===== src/rtl/serial_divider_pkg.sv =====
// Shared definitions for the serial restoring divider: FSM state encoding
// and the quotient bit pattern reported for a divide by zero.
package serial_divider_pkg;

  typedef enum logic [1:0] {
    S_IDLE = 2'd0,
    S_RUN  = 2'd1,
    S_FIN  = 2'd2
  } state_t;

  // Every quotient bit is set on a divide by zero (all-ones quotient).
  localparam logic DIVZERO_Q_BIT = 1'b1;

endpackage


===== src/rtl/serial_divider_if.sv =====
// Start/Busy/Done handshake bundle between a caller and the serial divider.
interface serial_divider_if #(
  parameter int WIDTH = 4
);
  logic             Start;
  logic [WIDTH-1:0] A;
  logic [WIDTH-1:0] B;
  logic             Busy;
  logic             Done;
  logic [WIDTH-1:0] Quotient;
  logic [WIDTH-1:0] Remainder;
  logic             DivZero;

  modport master (
    output Start, A, B,
    input  Busy, Done, Quotient, Remainder, DivZero
  );

  modport slave (
    input  Start, A, B,
    output Busy, Done, Quotient, Remainder, DivZero
  );
endinterface


===== src/rtl/serial_divider_step.sv =====
// One combinational iteration of unsigned restoring division: shift the
// partial remainder/quotient pair left, trial-subtract the divisor and keep
// the difference only when it does not borrow.
module div_step #(
  parameter int WIDTH = 4
) (
  input  logic [WIDTH:0]   p,
  input  logic [WIDTH-1:0] q,
  input  logic [WIDTH-1:0] b,
  output logic [WIDTH:0]   p_nxt,
  output logic [WIDTH-1:0] q_nxt
);
  logic [WIDTH:0] p_sh;
  logic [WIDTH:0] t;

  // Trial subtraction; the MSB of the WIDTH+1-bit difference is the borrow.
  always_comb begin
    p_sh  = {p[WIDTH-1:0], q[WIDTH-1]};
    t     = p_sh - {1'b0, b};
    q_nxt = {q[WIDTH-2:0], ~t[WIDTH]};
    p_nxt = t[WIDTH] ? p_sh : t;
  end
endmodule


===== src/rtl/serial_divider.sv =====
// Multi-cycle unsigned restoring divider (DIVU unit): one quotient bit per
// clock behind a Start/Busy/Done handshake. Divide by zero finishes at once.
module serial_divider
  import serial_divider_pkg::*;
#(
  parameter int WIDTH = 4
) (
  input  logic            Clk,
  input  logic            Reset,
  serial_divider_if.slave bus
);
  localparam int             CNT_W = $clog2(WIDTH) + 1;
  localparam logic [CNT_W-1:0] LAST  = CNT_W'(WIDTH - 1);

  state_t             state_q, state_d;
  logic [WIDTH:0]     p_q, p_nxt;
  logic [WIDTH-1:0]   q_q, q_nxt, b_q;
  logic [CNT_W-1:0]   cnt_q;
  logic [WIDTH-1:0]   quot_q, rem_q;
  logic               dz_q;
  logic               start_ok, start_dz, last_step;

  assign start_ok  = (state_q == S_IDLE) && bus.Start && (bus.B != '0);
  assign start_dz  = (state_q == S_IDLE) && bus.Start && (bus.B == '0);
  assign last_step = (state_q == S_RUN) && (cnt_q == LAST);

  div_step #(.WIDTH(WIDTH)) u_step (
    .p     (p_q),
    .q     (q_q),
    .b     (b_q),
    .p_nxt (p_nxt),
    .q_nxt (q_nxt)
  );

  // Next-state decode: a zero divisor skips RUN entirely.
  always_comb begin
    state_d = state_q;
    unique case (state_q)
      S_IDLE:  if (bus.Start) state_d = (bus.B == '0) ? S_FIN : S_RUN;
      S_RUN:   if (cnt_q == LAST) state_d = S_FIN;
      S_FIN:   state_d = S_IDLE;
      default: state_d = S_IDLE;
    endcase
  end

  // State register; Reset abandons any operation in flight.
  always_ff @(posedge Clk) begin
    if (Reset) state_q <= S_IDLE;
    else       state_q <= state_d;
  end

  // Step counter; never wraps inside one operation.
  always_ff @(posedge Clk) begin
    if (Reset)                  cnt_q <= '0;
    else if (start_ok)          cnt_q <= '0;
    else if (state_q == S_RUN)  cnt_q <= cnt_q + CNT_W'(1);
  end

  // Iteration datapath: operands captured on accept, one step per RUN cycle.
  always_ff @(posedge Clk) begin
    if (start_ok) begin
      q_q <= bus.A;
      b_q <= bus.B;
      p_q <= '0;
    end else if (state_q == S_RUN) begin
      q_q <= q_nxt;
      p_q <= p_nxt;
    end
  end

  // Result registers: written only on entry to FIN, held until the next one.
  always_ff @(posedge Clk) begin
    if (Reset) begin
      quot_q <= '0;
      rem_q  <= '0;
      dz_q   <= 1'b0;
    end else if (start_dz) begin
      quot_q <= {WIDTH{DIVZERO_Q_BIT}};
      rem_q  <= bus.A;
      dz_q   <= 1'b1;
    end else if (last_step) begin
      quot_q <= q_nxt;
      rem_q  <= p_nxt[WIDTH-1:0];
      dz_q   <= 1'b0;
    end
  end

  assign bus.Busy      = (state_q == S_RUN);
  assign bus.Done      = (state_q == S_FIN);
  assign bus.Quotient  = quot_q;
  assign bus.Remainder = rem_q;
  assign bus.DivZero   = dz_q;
endmodule

===== src/flat_wrapper.sv =====
// flat-port wrapper written by rule: the top's interface ports become plain ports
module serial_divider_flat import serial_divider_pkg::*;
#(
  parameter int WIDTH = 4
)
  (Clk, Reset, bus_Start, bus_A, bus_B, bus_Busy, bus_Done, bus_Quotient, bus_Remainder, bus_DivZero);
  serial_divider_if #(.WIDTH(WIDTH)) bus_i ();
  input  logic Clk;
  input  logic Reset;
  input wire logic [$bits(bus_i.Start)-1:0] bus_Start;
  input wire logic [$bits(bus_i.A)-1:0] bus_A;
  input wire logic [$bits(bus_i.B)-1:0] bus_B;
  output wire logic [$bits(bus_i.Busy)-1:0] bus_Busy;
  output wire logic [$bits(bus_i.Done)-1:0] bus_Done;
  output wire logic [$bits(bus_i.Quotient)-1:0] bus_Quotient;
  output wire logic [$bits(bus_i.Remainder)-1:0] bus_Remainder;
  output wire logic [$bits(bus_i.DivZero)-1:0] bus_DivZero;
  assign bus_i.Start = bus_Start;
  assign bus_i.A = bus_A;
  assign bus_i.B = bus_B;
  assign bus_Busy = bus_i.Busy;
  assign bus_Done = bus_i.Done;
  assign bus_Quotient = bus_i.Quotient;
  assign bus_Remainder = bus_i.Remainder;
  assign bus_DivZero = bus_i.DivZero;
  serial_divider #(.WIDTH(WIDTH)) u_core (.Clk(Clk), .Reset(Reset), .bus(bus_i));
endmodule

===== config.mk =====
export PLATFORM = sky130hd
export DESIGN_NAME = serial_divider_flat
export DESIGN_NICKNAME = d
export VERILOG_FILES = /design/src/rtl/serial_divider_pkg.sv /design/src/rtl/serial_divider_if.sv /design/src/rtl/serial_divider_step.sv /design/src/rtl/serial_divider.sv /design/src/flat_wrapper.sv
export SDC_FILE = /design/constraint.sdc
export NUM_CORES = 1
export LEC_CHECK = 0
export ABC_AREA = 1
export ABC_CLOCK_PERIOD_IN_PS = 3700
export CORE_MARGIN = 1
export CORE_UTILIZATION = 45
export DETAILED_ROUTE_END_ITERATION = 10
export PLACE_DENSITY = 0.75
export SLEW_MARGIN = 20
export SYNTH_ARGS = -nofsm -noshare
export SYNTH_HDL_FRONTEND = slang
export SYNTH_HIERARCHICAL = 1
export SYNTH_SLANG_ARGS = --single-unit

===== constraint.sdc =====
create_clock -name Clk -period 3.7 [get_ports Clk]
set_input_delay 0.74 -clock Clk [delete_from_list [all_inputs] [get_ports Clk]]
set_output_delay 0.74 -clock Clk [all_outputs]
set_load 0.005 [all_outputs]

# ---- Word-level counts from Yosys, hierarchy flattened
# Index checks and enable logic that the tools add are counted.
dict set report word_totals {
  word_cells 40
  input_bits 11
  output_inout_bits 11
  regBits 26
}
dict set report op_classes {
  n_bitwise 1
  n_addsub 2
  muxes 13
  reduce_logical 11
  n_eq_ne 5
}
# cell count
set ops {}
lappend ops {{$mux 4} 7}
lappend ops {{$mux 2} 3}
lappend ops {{$sub 5x4->5} 1}
lappend ops {{$logic_and 1x1->1} 4}
lappend ops {{$logic_not 4->1} 1}
lappend ops {{$pmux 2 s2} 1}
lappend ops {{$reduce_bool 2->1} 2}
lappend ops {{$reduce_bool 4->1} 1}
lappend ops {{$add 3x1->3 const B} 1}
lappend ops {{$eq 3x2->1 const B} 1}
lappend ops {{$eq 2x1->1 const B} 1}
lappend ops {{$eq 2x2->1 const B} 1}
lappend ops {{$logic_not 2->1} 1}
lappend ops {{$mux 1} 2}
lappend ops {{$ne 2x1->1 const B} 1}
lappend ops {{$ne 2x2->1 const B} 1}
lappend ops {{$reduce_and 2->1} 1}
lappend ops {{$reduce_or 2->1} 1}
lappend ops {{$not 1->1} 1}

# ---- Depth between registers and ports, before layout
dict set report depth {
  depth_word 4
  depth_mapped 15
  depth_no_buf 15
}

# ---- Cells and area by module
# Netlist, hierarchy kept.
# mod area_each_um2 cells_each seq_area_each_um2 n_inst
set modules_own_cells {}
lappend modules_own_cells {serial_divider 1194.9 142 620.6 1}
lappend modules_own_cells {div_step 230.2 36 0.0 1}

# ---- Worst setup path before layout
# No wires, ideal clock.
dict set report synth_timing {
  kind {reg-to-reg}
  startpoint {reg u_core.b_q[0]}
  endpoint {reg u_core.rem_q[2], in the netlist u_core/bus.Remainder[2]}
  slack_ns 1.559
  setup_ns 0.132
  period_less_slack_ns 2.141
  required_ns 3.568
  path_stages_with_launch 15
  t_arrival_ns 2.009
  path_buffers 0
  cell_sequence {edfxtp_1 -> ha_1 -> fa_1 -> inv_1 -> a21oi_1 -> o21bai_1 -> ha_1 -> inv_1 -> a21oi_1 -> o21ai_0 -> nand2_1 -> nand3_1 -> o21ai_0 -> nand2_1 -> a21oi_2}
}
dict set report synth_between {
  elab_chain_cells 4
}
# item line
set synth_rtl {}
lappend synth_rtl {{from (decl)} serial_divider.sv:17} ;# logic [WIDTH-1:0] q_q, q_nxt, b_q;
lappend synth_rtl {{from (signal assigned)} serial_divider.sv:63} ;# b_q <= bus.B;
lappend synth_rtl {{$sub 5x4->5} serial_divider_step.sv:19} ;# t = p_sh - {1'b0, b};
lappend synth_rtl {{$mux 4} serial_divider_step.sv:21} ;# p_nxt = t[WIDTH] ? p_sh : t;
lappend synth_rtl {{net u_core.p_nxt[2]} serial_divider.sv:16} ;# logic [WIDTH:0] p_q, p_nxt;
lappend synth_rtl {{$mux 4} serial_divider.sv:81} ;# end else if (last_step) begin
lappend synth_rtl {{$mux 4} serial_divider.sv:77} ;# end else if (start_dz) begin
lappend synth_rtl {{to (signal assigned)} serial_divider.sv:79} ;# rem_q <= bus.A;
lappend synth_rtl {{to (signal assigned)} serial_divider.sv:83} ;# rem_q <= p_nxt[WIDTH-1:0];
lappend synth_rtl {{to (decl)} serial_divider.sv:19} ;# logic [WIDTH-1:0] quot_q, rem_q;
# The timed path passes the listed nets, and every way through them passes these cells. The select of a mux whose other input is x is not followed.
# A chain may end at the register's enable or synchronous reset.

# ---- Worst setup path in the final report
dict set report layout_timing {
  startpoint {reg u_core.q_q[3]}
  endpoint {reg u_core.rem_q[1], in the netlist u_core/bus.Remainder[1]}
}
dict set report layout_between {
  elab_chain_cells 4
}
# item line
set layout_rtl {}
lappend layout_rtl {{from (decl)} serial_divider.sv:17}
lappend layout_rtl {{from (signal assigned)} serial_divider.sv:62} ;# q_q <= bus.A;
lappend layout_rtl {{from (signal assigned)} serial_divider.sv:66} ;# q_q <= q_nxt;
lappend layout_rtl {{$sub 5x4->5} serial_divider_step.sv:19}
lappend layout_rtl {{$mux 4} serial_divider_step.sv:21}
lappend layout_rtl {{net u_core.p_nxt[1]} serial_divider.sv:16}
lappend layout_rtl {{$mux 4} serial_divider.sv:81}
lappend layout_rtl {{$mux 4} serial_divider.sv:77}
# The timed path passes the listed nets, and every way through them passes these cells. The select of a mux whose other input is x is not followed.

==> impl_metrics.ini <==
[layout]
final_nets = 210
drive_gt1_share_pct = 9.47
fin_util_pct = 57.6
area_growth_pct = 17.6
multi_input_area_um2 = 634
seqCellArea_um2 = 601
antenna_cells = 0
nFillCells = 268

[run_status]
run_status = finished, violations left
violations = design-rule violations

[global_route]
grt_max_degree = 16
grt_pass1_wl_um = 4700
overflow = 0
grt_use_total_pct = 18.7
grt_pass1_vias = 1093
antenna_found_initial = 0

[clock_tree]
cts_max_level = 1
cts_tree = yes
clock_latency_ns = 0.33
ctsResizeCount = 0
clockBufferDepth = 2
cts_made_buffers = 3
cts_hold_buffers = 0
ctsRootBufferMaster = clkbuf_4
clock_sinks = 26
post_cts_buffers = 0
path_clk_slew_ns = 0.15

[timing]
finalHoldViolCount = 0
tightestPinTransition_ns = 0.501
skew_ns = 0.00780
period_minus_slack_ns = 2.42
drv_slew = 0
timing.fmax_mhz = 413
slew_headroom_pct = 66.5
fin_crit_sh_pct = 65.5
grt_setup_unrepaired = false
fin_setup_tns_ns = 0
finalSetupViolCount = 0

[critical_path]
worstSetupPathType = flop to flop
critPathCaptureType = flop
cp.arrival_ns = 2.69
cp_max_fo = 7
critPathRequiredTime_ns = 3.97
start_kind = flop

[synthesis]
syn-mean-instance-area_um2 = 8.06
synth_fp_nets = 191
syn-instance-count = 172
yosys_warnings = 6
synth_area_um2 = 1390

[power]
swShare_pct = 29.9
pwr_density_cell_nw_per_um2 = 404
ir_drop_mv = 0.206
switchingPower_uw = 197
p_leak_uw = 0.000698
clkPwrFrac_pct = 26.2
comb_power_share_pct = 22.9
p_seq_share_pct = 50.9
power.internal_uw = 462

[detailed_routing]
via_count = 1151
drtPass1Iterations = 7
drcViolationCount = 1
wl_per_cell_um = 12.2
wirelength_um = 2700
postRouteAntennaNets = 0
via_per_inst = 5.21
initialDrtViolationCount = 69

[flow_run]
max_cap_violations = 0

[die]
initial_core_util_pct = 49.0
core_area_um2 = 2830
die_area_um2 = 3310
row_count = 19
die_width_um = 57.5
top_level_ports = 22
die_h_um = 57.5

[worst_hold_path]
hold_class = flop to flop

[placement]
gp_congestion = 0.874
hpwl_um = 2030
port_buffers = 21
-- placed cells by master (no fill, tap or decap) --
| cell | n |
|---|---|
| nor2_1 | 6 |
| or2_1 | 1 |
| o21ai_0 | 9 |
| o21bai_1 | 1 |
| ha_1 | 7 |
| nor2_2 | 1 |
| nor2_4 | 2 |
| a211oi_1 | 1 |
| nand3_2 | 1 |
| inv_1 | 22 |
| nand2_8 | 1 |
| inv_4 | 2 |
| clkbuf_16 | 1 |
| dfxtp_1 | 18 |
| nand3_1 | 10 |
| edfxtp_1 | 8 |
| inv_2 | 1 |
| a21oi_2 | 3 |
| fa_1 | 1 |
| xor2_1 | 1 |
| nand2_1 | 48 |
| a21oi_1 | 15 |
| nand2_4 | 1 |
| nand2_2 | 2 |
| clkbuf_4 | 3 |
| o21ai_1 | 3 |
| clkdlybuf4s50_1 | 21 |
-- final cells by class --
| type | count | share of cell area (%) |
|---|---|---|
| flip-flops and latches | 26 | 36.8 |
| multi-input cells | 114 | 38.9 |
| repair buffers | 21 | 12.9 |
| inverters | 25 | 6.06 |
| well taps | 31 | 2.38 |
| clock buffers | 4 | 2.92 |
-- state kept, by name, indices dropped and copies added (netlist names) --
name	cells
u_core/b_q	4
u_core/bus.Quotient	4
u_core/bus.Remainder	4
u_core/p_q	4
u_core/q_q	4
u_core/cnt_q	3
u_core/state_q	2
u_core/bus.DivZero	1
-- worst paths after layout --
kind	cells past startpoint	slack (ns)	from	to
max	14	1.28	u_core/q_q[3]$_DFFE_PP_	u_core/bus.Remainder[1]$_SDFFE_PP0P_
max reg2reg	14	1.28	u_core/q_q[3]$_DFFE_PP_	u_core/bus.Remainder[1]$_SDFFE_PP0P_
min reg2reg	2	0.48	u_core/bus.Quotient[0]$_SDFFE_PP0P_	u_core/bus.Quotient[0]$_SDFFE_PP0P_
min	2	0.48	u_core/bus.Quotient[0]$_SDFFE_PP0P_	u_core/bus.Quotient[0]$_SDFFE_PP0P_
-- critical path, stage by stage, from the launching register on --
cell and delay (ns):
edfxtp_1 0.40, inv_1 0.05, ha_1 0.20, fa_1 0.37
inv_1 0.09, a21oi_1 0.06, o21bai_1 0.15, ha_1 0.29
inv_1 0.16, nand2_1 0.06, o21ai_0 0.11, nand3_1 0.10
o21ai_0 0.11, nand2_1 0.09, a21oi_1 0.13
-- power by group through the flow --
stage	registers, uW	logic (uW)	clock network [uW]
finish	336	151	172
global route	338	172	185
CTS	335	150	176
detailed placement	342	148	0
global placement	340	144	0
floorplan	336	121	0
-- stage by stage --
step | hold slack [ns] | setup slack (ns) | std cells | total power [uW] | instance area [um^2]
CTS | 0.478 | 1.30 | 221 | 661 | 1630
floorplan | 0.445 | 1.56 | 172 | 456 | 1390
finish | 0.477 | 1.28 | 221 | 659 | 1630
detailed placement | 0.458 | 1.31 | 217 | 490 | 1580
global route | 0.496 | 1.03 | 221 | 696 | 1630
global placement | 0.455 | 1.39 | 217 | 485 | 1580
-- per-layer routing --
metal,GRT usage (%),routed length [um]
met1,24.5,1250
met2,31.2,1280
met3,2.04,122
met4,8.36,48
met5,0,0
Note: power is estimated with default switching activity, not from simulation.
